`config.mk`:
```
export PLATFORM = sky130hd
export DESIGN_NAME = change_payout_ctrl
export DESIGN_NICKNAME = d
export VERILOG_FILES = /design/src/rtl/vend_pkg.sv /design/src/rtl/payout_timer.sv /design/src/rtl/change_payout_ctrl.sv
export SDC_FILE = /design/constraint.sdc
export NUM_CORES = 1
export LEC_CHECK = 0
export ABC_AREA = 1
export BUFFER_PORTS_ARGS = -buffer_cell sky130_fd_sc_hd__buf_2
export CAP_MARGIN = 20
export CORE_MARGIN = 2
export CORE_UTILIZATION = 35
export CTS_CLUSTER_DIAMETER = 150
export DETAILED_ROUTE_END_ITERATION = 16
export GPL_ROUTABILITY_DRIVEN = 0
export GPL_TIMING_DRIVEN = 0
export PLACE_DENSITY = 0.6
export SYNTH_ARGS = -nofsm -noshare
export SYNTH_HDL_FRONTEND = slang
export SYNTH_SLANG_ARGS = --single-unit
export TNS_END_PERCENT = 50
```
`constraint.sdc`:
```
create_clock -name clk -period 2 [get_ports clk]
set_input_delay 0.5 -clock clk [delete_from_list [all_inputs] [get_ports clk]]
set_output_delay 0.5 -clock clk [all_outputs]
set_load 0.02 [all_outputs]
```
`src/rtl/vend_pkg.sv`:
```
// Shared vending definitions: credit width, coin denominations, payout FSM states
// and the greedy coin-selection helpers used by change_payout_ctrl.
package vend_pkg;

    localparam int CREDIT_W = 7;
    localparam int HOP_W    = 4;

    localparam logic [CREDIT_W-1:0] DENOM_1  = 7'd1;
    localparam logic [CREDIT_W-1:0] DENOM_5  = 7'd5;
    localparam logic [CREDIT_W-1:0] DENOM_10 = 7'd10;
    localparam logic [CREDIT_W-1:0] DENOM_20 = 7'd20;

    typedef enum logic [2:0] {
        IDLE,
        SELECT,
        REQ,
        WAIT_REL,
        DONE,
        FAULT
    } payout_state_t;

    // Largest coin that still fits in the remaining amount, as a one-hot hopper select.
    function automatic logic [HOP_W-1:0] pick_coin(input logic [CREDIT_W-1:0] amt);
        logic [HOP_W-1:0] sel;
        sel = '0;
        if (amt >= DENOM_20) begin
            sel = 4'b1000;
        end else if (amt >= DENOM_10) begin
            sel = 4'b0100;
        end else if (amt >= DENOM_5) begin
            sel = 4'b0010;
        end else if (amt >= DENOM_1) begin
            sel = 4'b0001;
        end
        return sel;
    endfunction

    function automatic logic [CREDIT_W-1:0] coin_value(input logic [HOP_W-1:0] sel);
        logic [CREDIT_W-1:0] val;
        case (sel)
            4'b0001: val = DENOM_1;
            4'b0010: val = DENOM_5;
            4'b0100: val = DENOM_10;
            4'b1000: val = DENOM_20;
            default: val = '0;
        endcase
        return val;
    endfunction

endpackage

```
`src/rtl/payout_timer.sv`:
```
// Handshake watchdog for change_payout_ctrl: counts cycles while running and
// saturates at LIMIT; a clear restarts it from zero.
module payout_timer #(
    parameter int LIMIT = 1000
) (
    input  logic clk,
    input  logic rst,
    input  logic i_clear,
    input  logic i_run,
    output logic o_expired
);

    localparam int CNT_W = $clog2(LIMIT + 1);
    localparam logic [CNT_W-1:0] LIMIT_C = CNT_W'(LIMIT);

    logic [CNT_W-1:0] r_count;

    always_ff @(posedge clk or negedge rst) begin
        if (!rst) begin
            r_count <= '0;
        end else if (i_clear) begin
            r_count <= '0;
        end else if (i_run && (r_count != LIMIT_C)) begin
            r_count <= r_count + CNT_W'(1);
        end
    end

    assign o_expired = (r_count == LIMIT_C);

endmodule

```
`src/rtl/change_payout_ctrl.sv`:
```
// Change payout controller: pays an amount out of 1/5/10/20 hoppers, largest coin first.
// Define CHANGE_TIMEOUT_EN to add the hopper handshake watchdog and the o_fault port.
module change_payout_ctrl
    import vend_pkg::*;
#(
    parameter int ACK_TIMEOUT = 1000,
    parameter int MAX_AMOUNT  = 99
) (
    input  logic                clk,
    input  logic                rst,
    input  logic                i_start,
    input  logic [CREDIT_W-1:0] i_amount,
    input  logic [HOP_W-1:0]    i_hop_ack,
    input  logic                i_clr_fault,
    output logic [HOP_W-1:0]    o_hop_req,
    output logic                o_busy,
    output logic                o_done,
    output logic [CREDIT_W-1:0] o_paid
`ifdef CHANGE_TIMEOUT_EN
    ,
    output logic                o_fault
`endif
);

    localparam logic [CREDIT_W-1:0] MAX_C = CREDIT_W'(MAX_AMOUNT);

    payout_state_t       r_state;
    payout_state_t       w_next;
    logic [CREDIT_W-1:0] r_remaining;
    logic [CREDIT_W-1:0] r_paid;
    logic [HOP_W-1:0]    r_sel;
    logic [CREDIT_W-1:0] w_clamped;
    logic [CREDIT_W-1:0] w_coin;
    logic                w_ack_hit;
    logic                w_timeout;
    logic                w_clr_fault;

    assign w_clamped = (i_amount > MAX_C) ? MAX_C : i_amount;
    assign w_coin    = coin_value(r_sel);
    // Only the ack line of the coin currently being paid matters; others are noise.
    assign w_ack_hit = |(i_hop_ack & r_sel);

`ifdef CHANGE_TIMEOUT_EN
    payout_timer #(
        .LIMIT(ACK_TIMEOUT)
    ) u_timer (
        .clk      (clk),
        .rst      (rst),
        .i_clear  (w_next != r_state),
        .i_run    ((r_state == REQ) || (r_state == WAIT_REL)),
        .o_expired(w_timeout)
    );
    assign w_clr_fault = i_clr_fault;
    assign o_fault     = (r_state == FAULT);
`else
    logic w_unused;
    assign w_timeout   = 1'b0;
    assign w_clr_fault = 1'b0;
    assign w_unused    = i_clr_fault ^ (ACK_TIMEOUT == 0);
`endif

    always_ff @(posedge clk or negedge rst) begin
        if (!rst) begin
            r_state <= IDLE;
        end else begin
            r_state <= w_next;
        end
    end

    always_comb begin
        w_next = r_state;
        case (r_state)
            IDLE: begin
                if (i_start) begin
                    w_next = (w_clamped == '0) ? DONE : SELECT;
                end
            end
            SELECT: w_next = REQ;
            REQ: begin
                if (w_ack_hit) begin
                    w_next = WAIT_REL;
                end else if (w_timeout) begin
                    w_next = FAULT;
                end
            end
            WAIT_REL: begin
                if (!w_ack_hit) begin
                    w_next = (r_remaining == '0) ? DONE : SELECT;
                end else if (w_timeout) begin
                    w_next = FAULT;
                end
            end
            DONE: w_next = IDLE;
            FAULT: begin
                if (w_clr_fault) begin
                    w_next = IDLE;
                end
            end
            default: w_next = IDLE;
        endcase
    end

    // Amount bookkeeping; paid is deliberately left untouched outside an accepted start.
    always_ff @(posedge clk or negedge rst) begin
        if (!rst) begin
            r_remaining <= '0;
            r_paid      <= '0;
            r_sel       <= '0;
        end else begin
            case (r_state)
                IDLE: begin
                    if (i_start) begin
                        r_remaining <= w_clamped;
                        r_paid      <= '0;
                    end
                end
                SELECT: r_sel <= pick_coin(r_remaining);
                REQ: begin
                    if (w_ack_hit) begin
                        r_remaining <= r_remaining - w_coin;
                        r_paid      <= r_paid + w_coin;
                    end
                end
                default: ;
            endcase
        end
    end

    assign o_hop_req = (r_state == REQ) ? r_sel : '0;
    assign o_busy    = (r_state != IDLE);
    assign o_done    = (r_state == DONE);
    assign o_paid    = r_paid;

endmodule

```
==> flow_metrics.env <==
export IMPL_status="finished, violations left"
export IMPL_violations="negative setup slack"
export IMPL_syn_area_per_cell_um2=6.790
export IMPL_cts_sinks=21
export IMPL_core_rowCount=26
export IMPL_syn_inst=265
export IMPL_criticalPathCategory="reg2reg"
export IMPL_crit_buf_inv=2
export IMPL_crit_path_start_kind="flip-flop"
export IMPL_cts_tree="built"
export IMPL_cpMaxStageDelayCell="dfrtp_1"
export IMPL_path_clk_slew_ps=80
export IMPL_ios=28
export IMPL_regArea_um2=530.5
export IMPL_worstPathCellList="nor2_2 -> inv_2 -> nor3_4 -> nor2_4 -> inv_2 -> ha_4 -> nand2_2 -> nand2_2 -> o21bai_4 -> or2_4 -> nand3_2 -> nand2_2"
export IMPL_p_per_area_mw_per_mm2=351.1
export IMPL_antenna_found_initial=0
export IMPL_drt_pass1_iter_count=4
export IMPL_cpMostUsedCell="nand2_2"
export IMPL_worst_slack_ps=-57.89
export IMPL_grt_max_degree=22
export IMPL_portBuffers=26
export IMPL_hold_viol=0
export IMPL_ys_warn_count=0
export IMPL_swShare_pct=26.84
export IMPL_final_cells=377
export IMPL_setup_tns_ps=-121.3
export IMPL_clkPwrFrac_pct=35.3
export IMPL_root_buffer="clkbuf_8"
export IMPL_min_path_type="in2async"
export IMPL_dp_hpwl_um=3441
export IMPL_critPathRequiredTime_ps=2170
export IMPL_combPwrFrac_pct=12.2
export IMPL_htreeDepth=1
export IMPL_critPathMaxFanout=4
export IMPL_avgViaCountPerCell=4.785
export IMPL_critPathTopFamily="simple AND/OR/NAND/NOR gates"
export IMPL_power_switching_uw=224.8
export IMPL_min_period_ps=2058
export IMPL_multi_input_area_mm2=0.001269
export IMPL_clock_latency_ps=270
export IMPL_period_share_pct=102.9
export IMPL_fmax_mhz=485.9
export IMPL_cp_arrival_ps=2230
export IMPL_grt_pass1_vias=1685
export IMPL_cpPeakStageDelay_ps=430
export IMPL_rsz0062_at_grt="true"
export IMPL_wl_per_cell_um=13.12
export IMPL_ys_seq_area_share_pct=29.21
export IMPL_p_seq_share_pct=52.5
export IMPL_drv_cap=0
export IMPL_core_area_mm2=0.005042
export IMPL_postLayoutCoreUtil_pct=47.32
export IMPL_cts_hold_buf=0
export IMPL_die_w_um=75.70
export IMPL_setup_viol=4
export IMPL_area_growth_pct=32.61
export IMPL_p_int_uw=612.9
export IMPL_syn_num_nets=292
export IMPL_drc=0
export IMPL_die_h_um=75.70
export IMPL_placed_cells=361
export IMPL_drtIter0Drc=96
export IMPL_ys_seq_elements=21
export IMPL_mostFrequentLayoutCells="nand2_1 (72), inv_1 (34), buf_2 (22)"
export IMPL_slew_headroom_pct=64.74
export IMPL_ir_worst_vdd_uv=338.7
export IMPL_cts_buffers=3
export IMPL_mappedNetlistArea_mm2=0.001799
export IMPL_critPathCaptureType="flip-flop"
export IMPL_grt_pass1_wl_um=7969
export IMPL_start_util_pct=35.68
export IMPL_slew_violations=0
export IMPL_dieArea_mm2=0.005730
export IMPL_drive_above_1_share_pct=34.53
export IMPL_clockBufferDepth=2
export IMPL_p_leak_uw=0.001151
export IMPL_layout_nets=335
export IMPL_drt_total_wl_um=4948
export IMPL_yosysUniqueCellTypes=33
export IMPL_num_vias=1804
export IMPL_globalRouteOverflowTotal=0
export IMPL_worst_pin_slew_ps=526.0
export IMPL_track_usage_pct=18.50
export IMPL_n_antenna_cell=0
export IMPL_final_antenna_net_count=0
export IMPL_nFillCells=503
export IMPL_final_common_cell="nand2_1"
export IMPL_fin_skew_ps=3.208
[logic make-up after synthesis]
kind of cell | count (synthesis) | synth area share [%]
buf+inv | 47 | 11.27
flops | 21 | 29.21
compound gates | 30 | 10.22
simple gates | 153 | 39.15
xor+xnor | 2 | 0.9738
fa+ha+maj | 12 | 9.180
[sequential cells by signal, summed over array words and instances, names as in the netlist]
| register | flops |
|---|---|
| r_sel | 4 |
| o_paid | 7 |
| r_remaining | 7 |
| r_state | 3 |
[cells in the mapped netlist]
cell / count / area (um^2)
nand2_1: 75 / 281.5
inv_1: 40 / 150.1
nor2_1: 28 / 105.1
nand3_1: 22 / 110.1
dfrtp_1: 21 / 525.5
ha_1: 10 / 125.1
o21ai_0: 9 / 45.04
a21oi_1: 7 / 35.03
nand4_1: 5 / 31.28
nor3_1: 5 / 25.02
nand3_2: 4 / 40.04
o21ai_1: 4 / 20.02
o21ai_2: 4 / 35.03
buf_6: 3 / 33.78
inv_2: 3 / 11.26
nand2_2: 3 / 18.77
fa_1: 2 / 40.04
nand3b_1: 2 / 15.01
nor2_4: 2 / 22.52
o21bai_1: 2 / 15.01
or2_2: 2 / 12.51
buf_4: 1 / 7.510
nand2_4: 1 / 11.26
nor2_2: 1 / 6.260
nor3_2: 1 / 10.01
nor4_1: 1 / 6.260
o211ai_1: 1 / 7.510
o21a_1: 1 / 7.510
o22ai_1: 1 / 6.260
o22ai_2: 1 / 12.51
or2_4: 1 / 8.760
xnor2_1: 1 / 8.760
xor2_1: 1 / 8.760
[through the flow]
stage | power, uW | hold slack [ps] | setup slack (ps) | area, um^2
after detailed placement | 540.4 | 499.9 | -511.7 | 2017
final | 837.7 | 200.2 | -57.89 | 2386
after global routing | 879.3 | 230.4 | -149.2 | 2386
after global placement | 537.4 | 497.9 | -464.2 | 2017
after CTS | 840.8 | 208.3 | -27.67 | 2236
after floorplan | 501.3 | 204.4 | 35.39 | 1799
[worst reg2reg max path, cell delays in order (launching register included)]
cell and delay [ps]:
dfrtp_1 430, nor2_2 160, inv_2 100, nor3_4 280, nor2_4 80, inv_2 70, ha_4 210, nand2_2 60
nand2_2 50, o21bai_4 160, or2_4 230, nand3_2 80, nand2_2 40
[power by group through the flow]
stage | combinational (uW) | sequential, uW | clock (uW)
final | 102 | 440 | 296
after global routing | 117 | 440 | 322
after CTS | 96.8 | 438 | 306
after detailed placement | 94.0 | 446 | 0
after global placement | 91.5 | 446 | 0
after floorplan | 56.1 | 445 | 0
[worst paths after layout]
check | startpoint | endpoint | slack [ps] | cells past startpoint
setup / recovery | r_sel[1]$_DFFE_PN0P_ | o_paid[3]$_DFFE_PN0P_ | -60 | 12
hold / removal | rst | r_remaining[6]$_DFFE_PN0P_ | 200 | 1
setup reg to reg | r_sel[1]$_DFFE_PN0P_ | o_paid[3]$_DFFE_PN0P_ | -60 | 12
hold reg to reg | o_paid[3]$_DFFE_PN0P_ | o_paid[3]$_DFFE_PN0P_ | 540 | 2
max in group asynchronous | rst | r_sel[3]$_DFFE_PN0P_ | 1410 | 1
min in group clk | o_paid[3]$_DFFE_PN0P_ | o_paid[3]$_DFFE_PN0P_ | 540 | 2
[per-layer routing]
| metal | global-route usage (%) | share of wire, % |
|---|---|---|
| met1 | 23.37 | 45 |
| met2 | 33.62 | 52 |
| met3 | 2.910 | 2.2 |
| met4 | 3.314 | 0.51 |
| met5 | 0 | 0 |
[final cells by class]
type | instances | share of cell area [%]
Clock inverter | 1 | 0.2098
Inverter | 43 | 6.765
Buffer | 4 | 2.098
Multi-Input combinational cell | 197 | 53.17
Sequential cell | 21 | 22.23
Clock buffer | 3 | 1.730
Tap cell | 70 | 3.671
Timing Repair Buffer | 38 | 10.12
[what timing repair did]
action | in CTS | in global routing
setup buffers | 9 | 3
pin swaps | 7 | 9
gates cloned | 0 | 0
gates resized for setup | 27 | 30
endpoints found under the setup margin | 16 | 15
(Power assumes the default switching activity.)
